--- config.mk ---
export PLATFORM = sky130hd
export DESIGN_NAME = divider_const_arbiter
export DESIGN_NICKNAME = d
export VERILOG_FILES = /design/src/rtl/divider_const_arbiter_pkg.sv /design/src/rtl/divider_const_core.sv /design/src/rtl/divider_const_arbiter.sv
export SDC_FILE = /design/constraint.sdc
export NUM_CORES = 1
export LEC_CHECK = 0
export BUFFER_PORTS_ARGS = -buffer_cell sky130_fd_sc_hd__buf_2
export CAP_MARGIN = 0
export CELL_PAD_IN_SITES_DETAIL_PLACEMENT = 1
export CELL_PAD_IN_SITES_GLOBAL_PLACEMENT = 1
export CORE_ASPECT_RATIO = 1.75
export CORE_UTILIZATION = 38
export DETAILED_ROUTE_END_ITERATION = 6
export PLACE_DENSITY = 0.88
export SLEW_MARGIN = 30
export SYNTH_ARGS = -nofsm -noshare
export SYNTH_HDL_FRONTEND = slang
export SYNTH_SLANG_ARGS = --single-unit
export TNS_END_PERCENT = 30
--- constraint.sdc ---
create_clock -name clk -period 4.35 [get_ports clk]
set_input_delay 1.0875 -clock clk [delete_from_list [all_inputs] [get_ports clk]]
set_output_delay 1.0875 -clock clk [all_outputs]
set_load 0.02 [all_outputs]
--- src/rtl/divider_const_arbiter_pkg.sv ---
// Shared constants for the constant-divisor datapath: default widths and
// reciprocal/divisor pairs for the default BWI2 shift.
package divider_const_arbiter_pkg;

  localparam int unsigned DEF_BWI1 = 5;
  localparam int unsigned DEF_BWI2 = 10;
  localparam int unsigned DEF_BWO1 = 5;

  // Reciprocal constants are ceil(2^BWI2 / DIVISOR) for BWI2 = 10
  localparam int unsigned DIVISOR_22     = 22;
  localparam int unsigned CONST_MULTI_22 = 47;
  localparam int unsigned DIVISOR_12     = 12;
  localparam int unsigned CONST_MULTI_12 = 86;

  function automatic int unsigned calc_const_multi(input int unsigned bwi2,
                                                   input int unsigned divisor);
    return ((32'd1 << bwi2) + divisor - 1) / divisor;
  endfunction

endpackage

--- src/rtl/divider_const_core.sv ---
// Combinational constant divider: multiply by the reciprocal, shift, then
// recover the remainder from the quotient.
module divider_const_core #(
  parameter int unsigned BWI1        = 5,
  parameter int unsigned BWI2        = 10,
  parameter int unsigned BWO1        = 5,
  parameter int unsigned CONST_MULTI = 47,
  parameter int unsigned DIVISOR     = 22
) (
  input  logic [BWI1-1:0] dividend,
  output logic [BWO1-1:0] quot,
  output logic [BWI1-1:0] rem
);

  localparam int unsigned PW = BWI1 + BWI2 + 1;

  logic [PW-1:0] prod;
  logic [PW-1:0] back;

  always_comb begin
    prod = PW'(dividend) * PW'(CONST_MULTI);
    quot = BWO1'(prod >> BWI2);
    back = PW'(quot) * PW'(DIVISOR);
    rem  = BWI1'(PW'(dividend) - back);
  end

endmodule

--- src/rtl/divider_const_arbiter.sv ---
// Round-robin front end sharing one constant divider among NREQ requesters,
// followed by a two-stage valid/ready pipeline with full backpressure.
module divider_const_arbiter
  import divider_const_arbiter_pkg::*;
#(
  parameter int unsigned NREQ        = 4,
  parameter int unsigned IDW         = 2,
  parameter int unsigned BWI1        = DEF_BWI1,
  parameter int unsigned BWI2        = DEF_BWI2,
  parameter int unsigned BWO1        = DEF_BWO1,
  parameter int unsigned DIVISOR     = DIVISOR_22,
  parameter int unsigned CONST_MULTI = CONST_MULTI_22
) (
  input  logic                 clk,
  input  logic                 rst,
  input  logic [NREQ-1:0]      req_valid,
  output logic [NREQ-1:0]      req_ready,
  input  logic [NREQ*BWI1-1:0] req_data,
  output logic                 out_valid,
  input  logic                 out_ready,
  output logic [BWO1-1:0]      out_quot,
  output logic [BWI1-1:0]      out_rem,
  output logic [IDW-1:0]       out_id
);

  logic            s1_valid_q, s2_valid_q;
  logic [BWI1-1:0] s1_data_q;
  logic [IDW-1:0]  s1_id_q;
  logic [IDW-1:0]  ptr_q, ptr_d;
  logic [BWO1-1:0] quot_q, core_quot;
  logic [BWI1-1:0] rem_q, core_rem;
  logic [IDW-1:0]  id_q;

  logic [IDW-1:0]  gnt_idx;
  logic            gnt_any;
  logic            s1_adv, s2_adv, accept;
  logic [BWI1-1:0] sel_data;

  // Scan from the pointer, wrapping modulo NREQ; first valid wins
  always_comb begin
    int unsigned idx;
    logic [IDW-1:0] cand;
    idx     = 0;
    cand    = '0;
    gnt_idx = '0;
    gnt_any = 1'b0;
    for (int unsigned k = 0; k < NREQ; k++) begin
      idx = 32'(ptr_q) + k;
      if (idx >= NREQ) idx = idx - NREQ;
      cand = IDW'(idx);
      if (!gnt_any && req_valid[cand]) begin
        gnt_any = 1'b1;
        gnt_idx = cand;
      end
    end
  end

  always_comb begin
    s2_adv    = !s2_valid_q || out_ready;
    s1_adv    = !s1_valid_q || s2_adv;
    accept    = gnt_any && s1_adv && !rst;
    req_ready = '0;
    if (accept) req_ready[gnt_idx] = 1'b1;
    sel_data  = req_data[32'(gnt_idx)*BWI1 +: BWI1];
    ptr_d     = ptr_q;
    if (accept) ptr_d = (gnt_idx == IDW'(NREQ - 1)) ? '0 : gnt_idx + 1'b1;
  end

  divider_const_core #(
    .BWI1       (BWI1),
    .BWI2       (BWI2),
    .BWO1       (BWO1),
    .CONST_MULTI(CONST_MULTI),
    .DIVISOR    (DIVISOR)
  ) u_core (
    .dividend(s1_data_q),
    .quot    (core_quot),
    .rem     (core_rem)
  );

  always_ff @(posedge clk or posedge rst) begin
    if (rst) begin
      ptr_q      <= '0;
      s1_valid_q <= 1'b0;
      s1_data_q  <= '0;
      s1_id_q    <= '0;
      s2_valid_q <= 1'b0;
      quot_q     <= '0;
      rem_q      <= '0;
      id_q       <= '0;
    end else begin
      ptr_q <= ptr_d;
      if (s1_adv) begin
        s1_valid_q <= accept;
        if (accept) begin
          s1_data_q <= sel_data;
          s1_id_q   <= gnt_idx;
        end
      end
      if (s2_adv) begin
        s2_valid_q <= s1_valid_q;
        // Output data only moves when a real result arrives
        if (s1_valid_q) begin
          quot_q <= core_quot;
          rem_q  <= core_rem;
          id_q   <= s1_id_q;
        end
      end
    end
  end

  assign out_valid = s2_valid_q;
  assign out_quot  = quot_q;
  assign out_rem   = rem_q;
  assign out_id    = id_q;

endmodule

* After elaboration in Yosys (flattened, before gate mapping) *
Index checks and enable logic that the tools add are counted.

word-level totals
  flip-flop bits (word level) = 19
  input port bits = 27
  output and inout bits = 17
  word-level logic and storage cells = 72

operators by class
  add/sub/neg operators = 9
  shift-type cells = 1
  $mul = 3
  equal/unequal tests = 1
  mux-type cells = 24
  $lt $le $gt $ge = 10
  reductions and logical operators = 16

operators by type and width
  cell                    count
  $shiftx A20 B6 Y5       1
  $mux W2                 9
  $lt A2 B3 Y1 const B    5
  $mul A5 B6 Y11 const B  1
  $ge A3 B3 Y1 const B    3
  $mux W1                 9
  $bmux W1 S2             4
  $sub A2 B1 Y2 const B   4
  $add A2 B2 Y3 const B   2
  $logic_and A1 B1 Y1     6
  $logic_not A1 Y1        6
  $mul A2 B3 Y5 const B   1
  $sub A5 B5 Y5           1
  $mul A1 B4 Y4 const B   1
  $mux W4                 1
  $reduce_and A2 Y1       2
  $add A2 B1 Y3 const B   1
  $ge A2 B3 Y1 const B    1
  $add A2 B1 Y2 const B   1
  $demux W1 S2            1
  $eq A2 B2 Y1 const B    1
  $ge A2 B1 Y1 const B    1
  $logic_or A1 B1 Y1      2

* Depth between registers and ports, before layout *
  depth in word-level cells = 19
  depth in mapped cells = 16
  depth with buffers taken out = 16

* Modules after synthesis *
Synthesis repeated with hierarchy kept, for this count alone.

unflattened totals
  cells, all modules = 160
  area, all modules = 1759.2 µm²

by module, submodules not included
  module                 times used  seq. area each (µm²)  area an instance (µm²)  cells an instance
  divider_const_arbiter  1           575.6                 1129.8                  94
  divider_const_core     1           0.0                   629.4                   66

* Least setup slack after synthesis *
Ideal clock, no wire load.

  path kind = register to register
  start point = reg s1_data_q[2]
  end point = reg rem_q[4], in the netlist out_rem[4]
  required time = 4273 ps
  buffers on the path = 0
  library setup time = 77 ps
  period minus slack after synthesis = 3918 ps
  setup slack = 432 ps
  arrival time = 3841 ps
  cell stages (with the launch flop) = 15
  path through = dfrtp_1 -> fa_1 -> fa_1 -> fa_1 -> ha_1 -> o21a_1 -> o2bb2ai_1 -> o21ai_1 -> xor2_1 -> inv_1 -> ha_1 -> a211oi_1 -> xnor3_1 -> xor2_1 -> o21ai_1

between the ends
  cells in the longest elaborated chain, start to end = 3

RTL lines
  what                      RTL line                      text
  start: declaration        divider_const_arbiter.sv:27   logic [BWI1-1:0] s1_data_q;
  start signal: assignment  divider_const_arbiter.sv:96   s1_data_q <= sel_data;
  $mul A5 B6 Y11            divider_const_core.sv:21      prod = PW'(dividend) * PW'(CONST_MULTI);
  named net core_quot[0]    divider_const_arbiter.sv:30   logic [BWO1-1:0] quot_q, core_quot;
  $mul A1 B4 Y4             divider_const_core.sv:23      back = PW'(quot) * PW'(DIVISOR);
  $sub A5 B5 Y5             divider_const_core.sv:24      rem = BWI1'(PW'(dividend) - back);
  end signal: assignment    divider_const_arbiter.sv:105  rem_q <= core_rem;
  end: declaration          divider_const_arbiter.sv:31   logic [BWI1-1:0] rem_q, core_rem;

The timed path passes the listed nets, and every way through them passes these cells.
A chain may end at the register's enable or synchronous reset.

* Final worst setup path *
  start point = reg s1_data_q[3]
  end point = reg rem_q[4], in the netlist out_rem[4]

The elaborated chain is that of the path after synthesis.

==> impl_metrics.py <==
metrics = {
    "status": {
        "status": "completed",
    },
    "die": {
        "fp.dieH_um": 87.5,
        "fp.dieW_um": 50.9,
        "num_rows": 30,
        "design.die.area_um2": 4450,
        "io_pins": 44,
        "core_um2": 3940,
        "start_util": 0.403,
    },
    "cts": {
        "path_clk_slew_ps": 70,
        "cts_root_buffer": "clkbuf_8",
        "numCtsBuffers": 3,
        "cts_setup_buffers": 0,
        "cts.sink_count": 19,
        "clk_latency_ps": 260,
        "clock_path_buffers": 2,
        "h-tree-depth": 1,
        "cts_tree": "yes",
        "cts_hold_buf": 0,
    },
    "sta": {
        "max_freq_ghz": 0.242,
        "drv_slew": 0,
        "worstMarginPinSlew_ps": 688,
        "hold_violations": 0,
        "setup_violations": 0,
        "finClkSkew_ps": 6.20,
        "timing.final.crit_share": 0.951,
        "hold_slack_ps": 480,
        "final.min_clock_period_ps": 4140,
        "slew_headroom": 0.541,
        "fin_setup_tns_ps": 0,
    },
    "critical_path": {
        "worst-setup-path-type": "register to register",
        "worst_ep_arrival_time_ps": 4320,
        "crit_path_start_kind": "register",
        "rr_startpoint": "s1_data_q[3]$_DFFE_PP0P_",
        "crit_fanout": 7,
        "critPathLaunch": "s1_data_q[3]$_DFFE_PP0P_",
        "crit_path_end_kind": "register",
        "required_ps": 4530,
    },
    "logic_synthesis": {
        "synth_flop_cell": "dfrtp_1",
        "synth.area.top_cells": "dfrtp_1 30%, ha_1 21%, fa_1 7.6%, mux2i_1 6.3%, nand2_1 4.5%",
        "synth_edf_count": 0,
        "synth-simple-area-share": 0.101,
        "ys_ff_latch": 19,
        "netlist_instances": 153,
        "yosysWarnings": 0,
        "netlist.top_cell.by_area": "dfrtp_1",
        "ys_seq_area_frac": 0.299,
        "yosysMostFrequentCell": "ha_1",
        "yosys-mux-area-fraction": 0.0914,
        "synth_top_family_by_area": "adder cells",
        "syn-cell-area_um2": 1590,
        "ys_top_cells_by_count": "27 x ha_1, 19 x dfrtp_1, 19 x nand2_1, 13 x inv_1, 10 x mux2i_1",
        "syn_avg_cell_area_um2": 10.4,
        "yosysUniqueCellTypes": 36,
        "async_flop_share": 1.00,
        "synth_top_cell_area_share": 0.299,
        "synth-xor-area-share": 0.0362,
        "synth_compound_area_frac": 0.117,
        "yosys.area_share.adder": 0.288,
    },
    "power": {
        "power_per_cell_area_nw_per_um2": 798,
        "finalPower_mw": 1.51,
        "leakage_nw": 1.03,
        "ir_drop_uv": 327,
    },
    "run": {
        "maxCapViolations": 0,
    },
    "global_route": {
        "grt_pass1_vias": 1363,
        "grt_max_degree": 20,
        "antenna_found_initial": 0,
        "grt_pass1_wl_um": 5880,
        "grtUsageTotal": 0.176,
        "grt.overflow.total": 0,
    },
    "place": {
        "globalplace.congestion": 0.759,
        "dpl.hpwl_um": 2890,
        "place_inst": 239,
        "portBuffers": 39,
    },
    "finish": {
        "antenna_cells": 0,
        "area_growth_pct": 19.1,
        "instances_no_fill": 243,
        "drive_gt1_frac": 0.272,
        "nets": 256,
    },
    "routing": {
        "vias": 1274,
        "route.detailed.drc": 0,
        "via_per_inst": 5.24,
        "routed_wl_um": 3480,
        "drtAntennaViolNets": 0,
        "wl_per_cell_um": 14.3,
        "drt_pass1_iterations": 4,
        "dr.first_iter.drc_count": 14,
    },
    "worst_hold_path": {
        "hold_start": "out_rem[1]$_DFFE_PP0P_",
        "hold_class": "register to register",
    },
}
## cell families after synthesis
group / after synthesis
and+or+nand+nor: 34
muxes: 14
other: 1
buffers and inverters: 21
adders and majority gates: 33
AOI/OAI and AO/OA: 26
DFF: 19
xor gates and xnor gates: 5
## registers in the layout, indices dropped and copies added, names as in the netlist
name / flops
out_rem: 5
s1_data_q: 5
out_id: 2
ptr_q: 2
s1_id_q: 2
out_quot: 1
out_valid: 1
s1_valid_q: 1
## area by class of cell
| cell class | instances | area (µm²) |
|---|---|---|
| inverter | 14 | 52.6 |
| timing repair buffer | 42 | 218 |
| sequential | 19 | 477 |
| tap | 48 | 60.1 |
| clock inverter | 1 | 5.00 |
| clock buffer | 3 | 41.3 |
| fill | 470 | 2050 |
| multi-input combinational | 116 | 1040 |
## path summary, 6_finish.rpt
check,to,slack [ps],depth (start not counted)
hold / removal,out_rem[1]$_DFFE_PP0P_,480,2
min in group asynchronous,s1_data_q[0]$_DFFE_PP0P_,930,2
setup reg to reg,out_rem[4]$_DFFE_PP0P_,210,14
hold reg to reg,out_rem[1]$_DFFE_PP0P_,480,2
max in group asynchronous,s1_data_q[3]$_DFFE_PP0P_,2940,2
setup / recovery,out_rem[4]$_DFFE_PP0P_,210,14
## through the flow
| step | utilization | setup WS [ps] | area, µm² |
|---|---|---|---|
| after floorplan | - | 432 | 1600 |
| after global placement | 0.464 | 340 | 1830 |
| after detailed placement | 0.464 | 105 | 1830 |
| after CTS | 0.476 | 23.1 | 1880 |
| after global routing | 0.480 | -6.34 | 1890 |
| final | 0.480 | 212 | 1890 |
## per-layer routing
layer  routed length [µm]  GRT usage  share of wire  vias to the layer above
met5                    0          0              0                        -
met4                   48     0.0631          0.014                        0
met3                  128     0.0175          0.037                        5
met2                 2000      0.341           0.58                       43
met1                 1300      0.193           0.37                      607
li1                     -          -              -                      619
## repair_timing
item                                    CTS  global route
endpoints found under the setup margin    1             1
resized for setup                         1             3
pin swaps                                 0             0
## report_power, final
group / internal, mW / leakage, nW / switching, mW
Clock: 0.0638 / 0.0255 / 0.0610
Sequential: 0.249 / 0.233 / 0.0777
Combinational: 0.489 / 0.772 / 0.570
Total: 0.802 / 1.03 / 0.708
## cells in the final DEF (no fill, tap or decap), types with 2 or more instances in the layout
cell	instances
nor2_1	2
conb_1	4
nand2b_1	3
a21oi_1	3
and3_1	4
xor2_1	2
buf_2	39
nand4_1	2
inv_1	13
ha_1	27
mux2i_1	10
o21a_1	2
buf_4	3
nand2_1	19
fa_1	6
mux2_1	3
dfrtp_1	18
o221ai_1	6
clkbuf_8	3
o21ai_1	6
## critical path, cell delays in order, from the launching register on
cell and delay, ps:
dfrtp_2 490, fa_1 530, fa_1 440, fa_1 450
ha_1 230, nor3_1 220, o2bb2ai_1 160, o21ai_2 110
xor2_2 240, inv_1 80, ha_1 310, a211oi_2 250
xnor3_1 290, xor2_1 150, o21ai_1 110
No activity file was read; power rests on OpenSTA's default activity.
